<file path="config.mk">
export PLATFORM = sky130hd
export DESIGN_NAME = pong_game_ctrl
export DESIGN_NICKNAME = d
export VERILOG_FILES = /design/src/rtl/pong_game_ctrl.sv
export SDC_FILE = /design/constraint.sdc
export NUM_CORES = 1
export LEC_CHECK = 0
export CAP_MARGIN = 20
export CORE_UTILIZATION = 50
export CTS_CLUSTER_SIZE = 25
export DETAILED_ROUTE_END_ITERATION = 6
export PLACE_DENSITY = 0.78
export SLEW_MARGIN = 20
export SYNTH_ARGS = -nofsm -noshare
export SYNTH_HDL_FRONTEND = slang
export SYNTH_SLANG_ARGS = --single-unit
export TNS_END_PERCENT = 5
</file>
<file path="constraint.sdc">
create_clock -name i_CLK -period 2 [get_ports i_CLK]
set_clock_uncertainty 0.2 [all_clocks]
set_input_delay 0.2 -clock i_CLK [delete_from_list [all_inputs] [get_ports i_CLK]]
set_output_delay 0.2 -clock i_CLK [all_outputs]
set_load 0.05 [all_outputs]
</file>
<file path="src/rtl/pong_game_ctrl.sv">
// pong_game_ctrl
//   Pong game sequencer between the keyboard decoder, the ball motion block
//   and the score/VGA overlay. Runs the game state machine, generates the
//   per-frame ball move strobe, keeps both scores, picks the serve direction
//   and declares the winner.
//
//   Optional feature: define PONG_PAUSE_EN to enable the PAUSED state
//   (PAUSE_KEY toggles PLAY <-> PAUSED). Without it encoding 5 is illegal.
//
// Ports
//   i_CLK        system clock
//   i_RST_n      asynchronous active-low reset
//   i_key_valid  one-cycle strobe, i_key_byte holds a new keypress
//   i_key_byte   ASCII key code
//   i_p1_scored  level, ball passed the right bound (point for P1)
//   i_p2_scored  level, ball passed the left bound (point for P2)
//   o_move_tick  one-cycle ball move-enable strobe
//   o_ball_hold  1 = ball forced to centre and not moved
//   o_serve_dir  initial ball X direction, 0 = right, 1 = left
//   o_p1_score   player 1 score
//   o_p2_score   player 2 score
//   o_state      current state encoding for the overlay
//   o_winner     0 = none, 1 = P1, 2 = P2
module pong_game_ctrl #(
   parameter logic [7:0]  START_KEY    = 8'd103,
   parameter logic [7:0]  RESTART_KEY  = 8'd98,
   parameter logic [7:0]  PAUSE_KEY    = 8'd112,
   parameter int unsigned FRAME_DIV    = 416667,
   parameter int unsigned SERVE_FRAMES = 60,
   parameter int unsigned WIN_SCORE    = 7
) (
   input  logic       i_CLK,
   input  logic       i_RST_n,
   input  logic       i_key_valid,
   input  logic [7:0] i_key_byte,
   input  logic       i_p1_scored,
   input  logic       i_p2_scored,
   output logic       o_move_tick,
   output logic       o_ball_hold,
   output logic       o_serve_dir,
   output logic [3:0] o_p1_score,
   output logic [3:0] o_p2_score,
   output logic [2:0] o_state,
   output logic [1:0] o_winner
);

   localparam int unsigned          FRAME_W    = $clog2(FRAME_DIV);
   localparam int unsigned          SERVE_W    = $clog2(SERVE_FRAMES + 1);
   localparam logic [FRAME_W-1:0]   FRAME_LAST = FRAME_W'(FRAME_DIV - 1);
   localparam logic [SERVE_W-1:0]   SERVE_LAST = SERVE_W'(SERVE_FRAMES - 1);
   localparam logic [3:0]           WIN_VAL    = 4'(WIN_SCORE);

   // Elaboration-time sanity check of the parameter set (keys must be distinct)
   if (FRAME_DIV < 2 || SERVE_FRAMES < 1 || WIN_SCORE < 1 || WIN_SCORE > 15 ||
       START_KEY == RESTART_KEY || PAUSE_KEY == START_KEY ||
       PAUSE_KEY == RESTART_KEY) begin : g_bad_cfg
      $error("pong_game_ctrl: illegal parameter set");
   end

   typedef enum logic [2:0] {
      ST_IDLE      = 3'd0,
      ST_SERVE     = 3'd1,
      ST_PLAY      = 3'd2,
      ST_POINT     = 3'd3,
      ST_GAME_OVER = 3'd4,
      ST_PAUSED    = 3'd5
   } state_t;

   state_t               state;
   state_t               state_nxt;
   logic [FRAME_W-1:0]   frame_cnt;
   logic [SERVE_W-1:0]   serve_cnt;
   logic [SERVE_W-1:0]   serve_cnt_nxt;
   logic [3:0]           p1_score;
   logic [3:0]           p1_score_nxt;
   logic [3:0]           p2_score;
   logic [3:0]           p2_score_nxt;
   logic                 serve_dir;
   logic                 serve_dir_nxt;
   logic [1:0]           winner;
   logic [1:0]           winner_nxt;
   logic                 ball_hold;
   logic                 ball_hold_nxt;
   logic                 move_tick;
   logic                 p1_q;
   logic                 p2_q;

   logic                 frame_tick_c;
   logic                 p1_edge_c;
   logic                 p2_edge_c;
   logic                 key_start_c;
   logic                 key_restart_c;
`ifdef PONG_PAUSE_EN
   logic                 key_pause_c;
`endif

   // Key decode and scored-edge detection
   always_comb begin
      frame_tick_c  = (frame_cnt == FRAME_LAST);
      p1_edge_c     = i_p1_scored & ~p1_q;
      p2_edge_c     = i_p2_scored & ~p2_q;
      key_start_c   = i_key_valid && (i_key_byte == START_KEY);
      key_restart_c = i_key_valid && (i_key_byte == RESTART_KEY);
`ifdef PONG_PAUSE_EN
      key_pause_c   = i_key_valid && (i_key_byte == PAUSE_KEY);
`endif
   end

   // State register
   always_ff @(posedge i_CLK or negedge i_RST_n) begin
      if (!i_RST_n) begin
         state <= ST_IDLE;
      end else begin
         state <= state_nxt;
      end
   end

   // Next-state and next-value logic
   always_comb begin
      state_nxt     = state;
      serve_cnt_nxt = serve_cnt;
      p1_score_nxt  = p1_score;
      p2_score_nxt  = p2_score;
      serve_dir_nxt = serve_dir;
      winner_nxt    = winner;
      ball_hold_nxt = 1'b1;

      if (key_restart_c) begin
         // Restart outranks every other event in the same cycle
         state_nxt     = ST_IDLE;
         serve_cnt_nxt = '0;
         p1_score_nxt  = '0;
         p2_score_nxt  = '0;
         winner_nxt    = 2'd0;
      end else begin
         case (state)
            ST_IDLE: begin
               if (key_start_c) begin
                  state_nxt     = ST_SERVE;
                  serve_cnt_nxt = '0;
                  p1_score_nxt  = '0;
                  p2_score_nxt  = '0;
                  serve_dir_nxt = 1'b0;
               end
            end

            ST_SERVE: begin
               if (frame_tick_c) begin
                  serve_cnt_nxt = serve_cnt + SERVE_W'(1);
                  if (serve_cnt == SERVE_LAST) begin
                     state_nxt = ST_PLAY;
                  end
               end
            end

            ST_PLAY: begin
`ifdef PONG_PAUSE_EN
               if (key_pause_c) begin
                  state_nxt = ST_PAUSED;
               end else
`endif
               if (p1_edge_c && p2_edge_c) begin
                  // Simultaneous exits: re-serve without scoring
                  state_nxt = ST_POINT;
               end else if (p1_edge_c) begin
                  state_nxt     = ST_POINT;
                  p1_score_nxt  = p1_score + 4'd1;
                  serve_dir_nxt = 1'b0;
               end else if (p2_edge_c) begin
                  state_nxt     = ST_POINT;
                  p2_score_nxt  = p2_score + 4'd1;
                  serve_dir_nxt = 1'b1;
               end
            end

            ST_POINT: begin
               if (p1_score == WIN_VAL) begin
                  state_nxt  = ST_GAME_OVER;
                  winner_nxt = 2'd1;
               end else if (p2_score == WIN_VAL) begin
                  state_nxt  = ST_GAME_OVER;
                  winner_nxt = 2'd2;
               end else begin
                  state_nxt     = ST_SERVE;
                  serve_cnt_nxt = '0;
               end
            end

            ST_GAME_OVER: begin
               state_nxt = ST_GAME_OVER;
            end

`ifdef PONG_PAUSE_EN
            ST_PAUSED: begin
               if (key_pause_c) begin
                  state_nxt = ST_PLAY;
               end
            end
`endif

            default: begin
               // Illegal encodings recover like a restart
               state_nxt     = ST_IDLE;
               serve_cnt_nxt = '0;
               p1_score_nxt  = '0;
               p2_score_nxt  = '0;
               winner_nxt    = 2'd0;
            end
         endcase
      end

      // Ball moves freely only in PLAY; in PAUSED it is frozen in place
      ball_hold_nxt = (state_nxt != ST_PLAY) && (state_nxt != ST_PAUSED);
   end

   // Datapath registers: frame divider, serve counter, scores, outputs
   always_ff @(posedge i_CLK or negedge i_RST_n) begin
      if (!i_RST_n) begin
         frame_cnt <= '0;
         serve_cnt <= '0;
         p1_score  <= '0;
         p2_score  <= '0;
         serve_dir <= 1'b0;
         winner    <= 2'd0;
         ball_hold <= 1'b1;
         move_tick <= 1'b0;
         p1_q      <= 1'b0;
         p2_q      <= 1'b0;
      end else begin
         frame_cnt <= frame_tick_c ? '0 : frame_cnt + FRAME_W'(1);
         serve_cnt <= serve_cnt_nxt;
         p1_score  <= p1_score_nxt;
         p2_score  <= p2_score_nxt;
         serve_dir <= serve_dir_nxt;
         winner    <= winner_nxt;
         ball_hold <= ball_hold_nxt;
         move_tick <= frame_tick_c && (state == ST_PLAY);
         p1_q      <= i_p1_scored;
         p2_q      <= i_p2_scored;
      end
   end

   assign o_move_tick = move_tick;
   assign o_ball_hold = ball_hold;
   assign o_serve_dir = serve_dir;
   assign o_p1_score  = p1_score;
   assign o_p2_score  = p2_score;
   assign o_state     = state;
   assign o_winner    = winner;

endmodule

</file>
* Word level (Yosys, flattened, before mapping)
Index checks and enable logic that the tools add are counted.
** Cells by class
- $add $sub $neg :: 4
- Eq/ne operators :: 27
- Muxes and demuxes :: 36
- Bitwise operators :: 5
- Reductions and logical operators :: 15
** Operators with widths (number)
- 2-to-1 mux 4 bit :: 8
- 2-to-1 mux 6 bit :: 5
- inequality test 3 bit, second input constant :: 10
- 2-to-1 mux 3 bit :: 9
- case mux 4 bit (3 select lines) :: 2
- case mux 6 bit (4 select lines) :: 1
- adder 19 x 1 -> 19 bit, second input constant :: 1
- equality test 19 bit, second input constant :: 1
- 2-to-1 mux 19 bit :: 1
- equality test 8 x 7 -> 1 bit, second input constant :: 2
- case mux 3 bit (5 select lines) :: 1
- AND reduction 5 bit :: 3
- adder 4 x 1 -> 4 bit, second input constant :: 2
- equality test 4 x 3 -> 1 bit, second input constant :: 2
- adder 6 x 1 -> 6 bit, second input constant :: 1
- equality test 3 x 2 -> 1 bit, second input constant :: 2
- equality test 6 bit, second input constant :: 1
- 2-to-1 mux 2 bit :: 3
- inequality test 2 x 1 -> 1 bit, second input constant :: 3
- logical AND 1 bit :: 5
- 2-to-1 mux 1 bit :: 4
- inequality test 2 bit, second input constant :: 2
- inequality test 4 bit, second input constant :: 1
- case mux 2 bit (2 select lines) :: 1
- 13 further kinds :: 16
** Storage, ports and cells
- Flip-flop bits (word level) :: 43
- Bits of input ports :: 13
- Output and inout port bits :: 16
- Logic and storage cells :: 98

* Longest topological paths before layout
- Depth after elaboration :: 9
- Depth in mapped cells :: 7
- Gate-level depth less buffers :: 6

* Least setup slack after synthesis
No wires, ideal clock.
- Path kind :: register to register
- From :: register state[0] (netlist: o_state[0])
- To :: register serve_cnt[5]
- Arrival time :: 1.801 ns
- Required time :: 1.713 ns
- Setup slack :: -0.087 ns
- Cell stages (with the launch flop) :: 6
- Buffers on the path :: 1
- Cells stage by stage :: dfrtp_1 -> clkbuf_2 -> nor3b_2 -> nand4_1 -> or4_1 -> o211ai_1
** On the way
- Word-level cells in the longest chain between the ends :: 4
- Elaborated cells between the ends (all ways) :: 14
- Those cells by class :: eq/ne: 9; mux: 2; reduce/logical: 3
** RTL lines
- start, declared :: line 69 : state_t state;
- start signal, assigned :: line 114 : state <= state_nxt;
- equality test 3 x 2 -> 1 bit or equality test 3 bit (tied branches) :: line 136 : case (state)
- OR reduction 2 bit (no source line)
- case mux 6 bit (4 select lines) or inequality test 2 x 1 -> 1 bit (tied branches)
- 2-to-1 mux 6 bit or AND reduction 5 bit (tied branches)
- end signal, assigned :: line 231 : serve_cnt <= serve_cnt_nxt;
- end, declared :: line 72 : logic [SERVE_W-1:0] serve_cnt;
Parallel ways exist; a longest one is shown, timed or not.
A chain may end at the register's enable or synchronous reset.

* Final worst setup path
- From :: register p1_score[3] (netlist: o_p1_score[3])
- To :: output port o_p1_score[3]
** RTL lines
- start, declared :: line 74 : logic [3:0] p1_score;
- start signal, assigned :: line 232 : p1_score <= p1_score_nxt;
- end, declared :: line 41 : output logic [3:0] o_p1_score,
No word-level cell between the ends.

==> flow_metrics.env <==
export IMPL_setup_viol=0
export IMPL_required_ns=1.60
export IMPL_die_y_microns=74.3
export IMPL_synth_area_leader_cell="dfrtp_1"
export IMPL_cts_reportedPaths_clkPinSlew_ns=0.09
export IMPL_wire_per_inst_microns=16.3
export IMPL_p_comb_frac=0.075
export IMPL_tightest_slew_ns=0.780
export IMPL_cts_buffers=5
export IMPL_area_growth_pct=26.4
export IMPL_critical_path_class="reg2out"
export IMPL_dr_wl_met2_microns=3190
export IMPL_synthesis_instances=284
export IMPL_ys_ff_latch=43
export IMPL_floorplan_die_area_sq_um=5520
export IMPL_slew_viol_final=0
export IMPL_via_per_inst=5.97
export IMPL_port_buffers=28
export IMPL_p_leak_nw=1.44
export IMPL_fmax_mhz=519
export IMPL_hpwl_microns=4980
export IMPL_slew_headroom=0.480
export IMPL_fin_crit_ns=1.93
export IMPL_grt_overflow_total=0
export IMPL_path_cells="clkdlybuf4s50_1"
export IMPL_cts_tree="yes"
export IMPL_synth_compound_area_frac=0.138
export IMPL_ys_seq_area_frac=0.413
export IMPL_avgSynthCellArea_sq_um=9.19
export IMPL_wl_microns=6670
export IMPL_p_clk_frac=0.355
export IMPL_rsz0062_at_grt="yes"
export IMPL_fin_cells=409
export IMPL_synthAdderAreaFrac=0.0240
export IMPL_layout_nets=359
export IMPL_p_per_area_nw_per_um2=469
export IMPL_drive_gt1_frac=0.178
export IMPL_ios=29
export IMPL_cts_sinks=43
export IMPL_grt_pass1_wl_microns=11500
export IMPL_ys_top_cells_by_count="dfrtp_1, nand3_1, nand2_1"
export IMPL_syn_area_sq_um=2610
export IMPL_cts_root_buf="clkbuf_8"
export IMPL_gp_congestion=0.880
export IMPL_seq_power_share=0.570
export IMPL_post_route_util=0.677
export IMPL_synth_distinct_cells=58
export IMPL_synthMostInstantiatedCell="dfrtp_1"
export IMPL_synth_edf_count=0
export IMPL_grt_pass1_vias=2373
export IMPL_clk_latency_ns=0.30
export IMPL_switching_power_mw=0.377
export IMPL_drt_pass1_iter_count=5
export IMPL_die_w_microns=74.3
export IMPL_vias=2442
export IMPL_drt_initial_drc_count=299
export IMPL_ys_warn_count=0
export IMPL_core_rowCount=25
export IMPL_crit_slowest_cell="clkdlybuf4s50_1"
export IMPL_netlist_area_leader_share=0.402
export IMPL_placed_cells=400
export IMPL_ir_drop_v=0.000276
export IMPL_slowest_delay_ns=0.82
export IMPL_synth_nets=302
export IMPL_startpoint_type="flip-flop"
export IMPL_wl_met3_microns=302
export IMPL_worstHoldPathType="in2reg"
export IMPL_nFillCells=395
export IMPL_p_int_mw=1.17
export IMPL_async_reset_ff_frac=1.00
export IMPL_synth_xor_area_share=0.0470
export IMPL_synth_area_top_cells="dfrtp_1, nand3_1, xnor2_1"
export IMPL_worstSetupEndpointType="output port"
export IMPL_multi_input_area_sq_um=1470
export IMPL_cp_top_family="buffers and inverters"
export IMPL_status="finished, final reports clean"
export IMPL_crit_buf_inv=1
export IMPL_power_mw=1.55
export IMPL_synth_top_family_by_area="simple AND/OR/NAND/NOR gates"
export IMPL_ff_latch_area_sq_um=1080
export IMPL_initial_core_util=0.535
export IMPL_drt_met1_wl_microns=3110
export IMPL_cp_max_fo=5
export IMPL_antenna_found_initial=0
export IMPL_grt_max_degree=36
export IMPL_yosys_area_share_simple=0.324
export IMPL_ant_nets=0
export IMPL_muxShareOfSynthArea=0.0196
export IMPL_cap_violations=0
export IMPL_highest_signal_layer="met4"
export IMPL_grt_total_usage=0.272
export IMPL_antennaDiodeCount=0
export IMPL_synthFlopType="dfrtp_1"
export IMPL_hold_viol=0
export IMPL_arrival_ns=1.53
export IMPL_fin_crit_sh=0.964
export IMPL_drc=0
export IMPL_switching_share=0.244
export IMPL_fp_coreArea_sq_um=4880
export IMPL_cts_max_path_buffers=2
export IMPL_htree_levels=2
## through the flow
| step | instance area (sq um) | hold slack [ns] | setup TNS (ns) | worst slack [ns] |
|---|---|---|---|---|
| after CTS | 3280 | 0.186 | 0 | 0.0182 |
| after detailed placement | 3180 | 0.127 | -0.294 | -0.0655 |
| after floorplan | 2620 | -0.296 | -0.0210 | -0.0161 |
| final | 3300 | 0.190 | 0 | 0.0719 |
| after global placement | 3180 | 0.116 | -0.0343 | -0.0343 |
| after global routing | 3300 | 0.189 | -0.0156 | -0.0156 |
## repair_timing
action | CTS | global route
setup endpoints to repair | 1 | 14
hold buffers | 1 | 0
resized for setup | 1 | 8
setup buffers | 0 | 0
endpoints found under the hold margin | 32 | 0
## cells in the final DEF (no fill, tap or decap), drive strengths merged, types with 8 or more instances in the layout
master,count
dfrtp,42
buf,39
nor2,19
nand3,29
nand4,12
and3,10
clkdlybuf4s50,19
a21oi,11
nor3,8
nand2,22
xnor2,12
o21ai,9
## layer usage
layer,vias to the layer above,GRT usage
li1,1188,-
met1,1169,0.375
met5,-,0
met3,8,0.0596
met2,77,0.430
met4,0,0.0818
## final timing paths
path	slack, ns	to	cells after the start	start
max	0.07	o_p1_score[3]	1	o_p1_score[3]
min	0.19	p1_q	1	i_p1_scored
max reg2reg	0.11	o_ball_hold	7	frame_cnt[0]
min reg2reg	0.31	frame_cnt[17]	1	frame_cnt[17]
max in group asynchronous	0.69	frame_cnt[5]	3	i_RST_n
min in group asynchronous	0.31	o_p1_score[3]	2	i_RST_n
## power groups by stage
| stage | clock network, mW | registers (mW) | logic (mW) |
|---|---|---|---|
| 2_1_floorplan | 0 | 0.900 | 0.0441 |
| 3_3_place_gp | 0 | 0.899 | 0.112 |
| 3_5_place_dp | 0 | 0.899 | 0.113 |
| 4_1_cts | 0.568 | 0.881 | 0.116 |
| 5_1_grt | 0.606 | 0.883 | 0.128 |
| 6_report | 0.550 | 0.882 | 0.116 |
## cell families after synthesis
group                      after synthesis
AOI/OAI and AO/OA                       54
xor gates and xnor gates                14
adders and majority gates                5
buffers and inverters                   19
DFF                                     43
muxes                                    5
and+or+nand+nor                        144
## final cells by class
type / instances / area share
inverter: 6 / 0.00682
timing repair buffer: 63 / 0.170
tap: 67 / 0.0254
multi-input combinational: 222 / 0.444
sequential: 43 / 0.327
clock inverter: 2 / 0.00379
clock buffer: 6 / 0.0220
## flip-flops by register name, indices dropped and copies added, names as in the netlist, 2 cells and up
register and count:
o_state 3, o_winner 2, serve_cnt 6, o_p1_score 4, frame_cnt 19, o_p2_score 4
No activity file was read; power rests on OpenSTA's default activity.
